### src/rtl/pc_redirect_controller.sv
// pc_redirect_controller: owns the fetch PC, selects PC+4 / J / JR / branch targets and squashes wrong-path IF slots.
// Optional define DELAY_SLOT_EN keeps the first post-redirect fetch (branch delay slot) alive.
module pc_redirect_controller #(
  parameter logic [31:0] RESET_PC     = 32'h0000_0000,
  parameter int          FLUSH_CYCLES = 1
) (
  input  logic        Clk,
  input  logic        Rst,
  input  logic        Stall,
  input  logic        DecodeValid,
  input  logic [31:0] Instruction,
  input  logic [31:0] DecodePCPlus4,
  input  logic        Jump,
  input  logic        JumpReg,
  input  logic [31:0] RegTarget,
  input  logic        Branch,
  input  logic        BranchTaken,
  input  logic [31:0] BranchOffset,
  output logic [31:0] PC,
  output logic [31:0] PCPlus4,
  output logic        FlushIF,
  output logic [1:0]  State,
  output logic [15:0] RedirectCount
);

  typedef enum logic [1:0] {
    RUN   = 2'd0,
    FLUSH = 2'd1
  } state_t;

`ifdef DELAY_SLOT_EN
  localparam int FLUSH_LEN = FLUSH_CYCLES - 1;
`else
  localparam int FLUSH_LEN = FLUSH_CYCLES;
`endif
  localparam logic [2:0] FLUSH_INIT = 3'(FLUSH_LEN);

  state_t      fsm_state;
  logic [2:0]  flush_cnt;
  logic        redir;
  logic [31:0] target;
  logic        unused_bits;

  assign unused_bits = &{1'b0, Instruction[31:26], RegTarget[1:0], BranchOffset[31:30]};

  // Requests arriving while squashing belong to the wrong path and are dropped.
  assign redir   = DecodeValid && (fsm_state == RUN) && (JumpReg || Jump || (Branch && BranchTaken));
  assign PCPlus4 = PC + 32'd4;
  assign State   = fsm_state;

  always_comb begin
    target = DecodePCPlus4 + {BranchOffset[29:0], 2'b00};
    if (JumpReg) begin
      target = {RegTarget[31:2], 2'b00};
    end else if (Jump) begin
      target = {DecodePCPlus4[31:28], Instruction[25:0], 2'b00};
    end
  end

  always_ff @(posedge Clk or negedge Rst) begin
    if (!Rst) begin
      PC            <= RESET_PC;
      FlushIF       <= 1'b0;
      fsm_state     <= RUN;
      flush_cnt     <= 3'd0;
      RedirectCount <= 16'd0;
    end else if (!Stall) begin
      case (fsm_state)
        RUN: begin
          if (redir) begin
            PC <= target;
            if (RedirectCount != 16'hFFFF) begin
              RedirectCount <= RedirectCount + 16'd1;
            end
            // A zero-length squash (delay slot with one flush cycle) never leaves RUN.
            if (FLUSH_INIT != 3'd0) begin
              fsm_state <= FLUSH;
              flush_cnt <= FLUSH_INIT;
              FlushIF   <= 1'b1;
            end
          end else begin
            PC <= PCPlus4;
          end
        end
        FLUSH: begin
          PC        <= PCPlus4;
          flush_cnt <= flush_cnt - 3'd1;
          if (flush_cnt == 3'd1) begin
            fsm_state <= RUN;
            FlushIF   <= 1'b0;
          end
        end
        default: begin
          fsm_state <= RUN;
          flush_cnt <= 3'd0;
          FlushIF   <= 1'b0;
        end
      endcase
    end
  end

endmodule

### config.mk
export PLATFORM = sky130hd
export DESIGN_NAME = pc_redirect_controller
export DESIGN_NICKNAME = d
export VERILOG_FILES = /design/src/rtl/pc_redirect_controller.sv
export SDC_FILE = /design/constraint.sdc
export NUM_CORES = 1
export LEC_CHECK = 0
export ABC_AREA = 1
export ABC_CLOCK_PERIOD_IN_PS = 2850
export BUFFER_PORTS_ARGS = -buffer_cell sky130_fd_sc_hd__buf_2
export CORE_MARGIN = 3
export CORE_UTILIZATION = 53
export CTS_BUF_LIST = sky130_fd_sc_hd__clkbuf_8
export DETAILED_ROUTE_END_ITERATION = 8
export PLACE_DENSITY = 0.85
export SYNTH_ARGS = -nofsm -noshare
export SYNTH_HDL_FRONTEND = slang
export SYNTH_SLANG_ARGS = --single-unit
### constraint.sdc
create_clock -name Clk -period 2.85 [get_ports Clk]
set_clock_uncertainty 0.1 [all_clocks]
set_input_delay 0.7125 -clock Clk [delete_from_list [all_inputs] [get_ports Clk]]
set_output_delay 0.7125 -clock Clk [all_outputs]
set_load 0.02 [all_outputs]
==> results.sh <==
export IMPL_status="finished clean"
export IMPL_synth_top_cell_area_share_pct=22.7
export IMPL_period_minus_slack_ps=2820
export IMPL_r2r_setup_slack_ps=570
export IMPL_syn_inst=1042
export IMPL_synth_main_ff_cell="dfrtp_1"
export IMPL_antenna_cells=0
export IMPL_finalSetupViolCount=0
export IMPL_slowest_stage="dfrtp_1"
export IMPL_cts_tree="built"
export IMPL_dr_pass1_iters=5
export IMPL_insertion_delay_ps=320
export IMPL_design_area_um2=7740
export IMPL_drv_cap=0
export IMPL_ys_warn_count=0
export IMPL_synth_cell_area_um2=6110
export IMPL_hpwl_um=16300
export IMPL_fin_ws_ps=29.9
export IMPL_drtIter0Drc=781
export IMPL_worstSetupStartpointType="flop"
export IMPL_viasPerCell=5.36
export IMPL_wl_per_cell_um=15.0
export IMPL_yosys_top_cells_area="nand2_1 23%, dfrtp_1 21%, inv_1 8.2%"
export IMPL_rows=38
export IMPL_start_util_pct=55.4
export IMPL_path_cells="ha_4 -> nand3_4 -> nor3_4 -> buf_6 -> nand2_8 -> inv_4 -> nand4_1 -> xnor2_2 -> buf_4"
export IMPL_grt_pass1_vias=6687
export IMPL_yosysMostFrequentCell="nand2_1"
export IMPL_numCtsBuffers=5
export IMPL_cp_max_fo=4
export IMPL_async_flop_share_pct=100
export IMPL_grt_antenna_before_repair=1
export IMPL_finalHoldViolations=0
export IMPL_die_area_um2=12800
export IMPL_placed_cell_area_um2=7280
export IMPL_cts_hold_buf=0
export IMPL_rr_worst_depth=12
export IMPL_grt_pass1_wl_um=32300
export IMPL_synthTopCellsByCount="370 x nand2_1, 133 x inv_1, 128 x nor2_1, 61 x nand3_1, 59 x a21oi_1"
export IMPL_hp_class="in2async"
export IMPL_die_height_um=113
export IMPL_syn_avg_cell_area_um2=5.86
export IMPL_r2r_start="RedirectCount[0]$_DFFE_PN0P_"
export IMPL_h_tree_depth=2
export IMPL_dp_slack_ps=117
export IMPL_gp_congestion=0.978
export IMPL_power_leakage_uw=0.00445
export IMPL_antenna_left=0
export IMPL_ys_seq_area_share_pct=21.3
export IMPL_vdd_drop_max_v=0.000821
export IMPL_grt_setup_unrepaired="true"
export IMPL_power_density_nw_per_um2=640
export IMPL_drcViolationCount=0
export IMPL_end_kind="output pin"
export IMPL_clockBufferDepth=2
export IMPL_drive_gt1_share_pct=24.6
export IMPL_finalCritPeriodShare_pct=99.0
export IMPL_maxSlewViolCount=0
export IMPL_synth_seq_cells=52
export IMPL_setup_tns_ps=0
export IMPL_clock_sinks=52
export IMPL_cts_root_buffer="clkbuf_8"
export IMPL_vias=7490
export IMPL_slowest_delay_ps=440
export IMPL_grt_overflow=0
export IMPL_clk_pin_slew_worst_paths_ps=110
export IMPL_die_w_um=113
export IMPL_rr_endpoint="RedirectCount[7]$_DFFE_PN0P_"
export IMPL_wl_um=20900
export IMPL_grt_start_max_net_pins=44
export IMPL_synth_edff_count=0
export IMPL_required_ps=2040
export IMPL_ys_types=47
export IMPL_yosys_area_top_type="nand2_1"
export IMPL_maxSlewHeadroom_pct=55.3
export IMPL_critPathKind="reg2out"
export IMPL_place_port_buffers=207
export IMPL_cp_arrival_ps=2010
export IMPL_gr_usage_all_layers_pct=30.6
export IMPL_fmax_mhz=355
export IMPL_synth_nets=1212
export IMPL_area_delta_synth_final_pct=26.7
export IMPL_nNetsFinal=1427
export IMPL_io_pins=219
export IMPL_worst_pin_slew_ps=670
export IMPL_finish_utilization_pct=70.2
export IMPL_core_um2=11000
-- sequential cells by signal, indices dropped and copies added (netlist names) --
register       count
flush_cnt          3
FlushIF            1
PC                32
RedirectCount     16
-- routing by layer --
metal	routed length [µm]	part of all wire [%]	vias to the layer above	track usage [%]
met5	13	0.062	-	0
met1	8700	42	3314	40.7
li1	-	-	3703	-
met2	9740	47	408	51.5
met4	642	3.1	2	8.33
met3	1810	8.7	63	5.03
-- area by class of cell --
class / count / area, µm²
fillers: 1030 / 3290
inverters: 144 / 543
multi-input cells: 817 / 4300
repair buffers: 237 / 1310
clock inverters: 3 / 25.0
flip-flops and latches: 52 / 1320
clock buffers: 5 / 68.8
well taps: 140 / 175
-- metrics by stage --
stage               hold slack [ps]  total power [µW]  instances
global placement                382              4050       1372
global route                    315              5280       1398
detailed placement              391              4110       1372
finish                          279              4950       1398
floorplan                       317              3150       1042
CTS                             302              4650       1388
-- repair_timing --
item / in CTS / in global routing
setup endpoints to repair: 12 / 16
setup buffers: 8 / 10
pin swaps: 4 / 11
hold endpoints to repair: 0 / 0
gates resized for setup: 9 / 48
-- where the power goes --
group | total [µW] | switching, µW | internal, µW
clock | 469 | 289 | 180
combinational | 3100 | 1970 | 1120
sequential | 1390 | 389 | 997
total | 4950 | 2650 | 2300
-- worst max-delay path by stage --
stage	to	from	slack, ps	depth (start not counted)
final	PCPlus4[28]	PC[2]$_DFFE_PN0N_	30	9
after global routing	PCPlus4[28]	PC[2]$_DFFE_PN0N_	-70	9
after CTS	PCPlus4[28]	PC[3]$_DFFE_PN0N_	-10	9
after detailed placement	PC[30]$_DFFE_PN0N_	DecodePCPlus4[2]	120	15
after global placement	PC[30]$_DFFE_PN0N_	DecodePCPlus4[2]	140	15
after floorplan	PCPlus4[28]	PC[3]$_DFFE_PN0N_	260	7
-- cells by family (layout without fill, tap and decap cells) --
group           count (synthesis)  after routing  share of synthesized area (%)
simple gates                  615            615                           42.5
buf+inv                       173            389                           11.2
compound gates                117            117                           10.3
flops                          52             52                           21.3
xor+xnor                       50             50                           7.54
fa+ha+maj                      34             34                           7.09
other cells                     1              1                         0.0614
-- worst max-delay path: cells and delay by family (launching register included) --
family	cells	cell delay [ps]
adders and majority gates	1	180
xor gates and xnor gates	1	220
buffers and inverters	3	400
DFF	1	440
and+or+nand+nor	4	450
-- placed cells by master (no fill, tap or decap), drive strengths merged --
cell type | synthesis | routed
nor2 | 134 | 134
o21bai | 1 | 1
a22oi | 2 | 2
a211oi | 1 | 1
nor3 | 15 | 15
nand2 | 374 | 374
a21o | 2 | 2
xor2 | 30 | 30
nand4 | 16 | 16
nor3b | 1 | 1
nand3b | 1 | 1
o21ai | 40 | 40
nand3 | 66 | 66
and2 | 1 | 1
ha | 33 | 33
a21oi | 60 | 60
o311ai | 1 | 1
clkinv | 1 | 1
and3 | 2 | 2
conb | 1 | 1
nor4 | 3 | 3
clkbuf | 16 | 5
inv | 143 | 145
clkinvlp | 0 | 1
o22ai | 2 | 2
xnor2 | 20 | 20
a31oi | 2 | 2
buf | 13 | 237
fa | 1 | 1
or2 | 2 | 2
dfrtp | 52 | 52
o211ai | 6 | 6
Note: power is estimated with default switching activity, not from simulation.
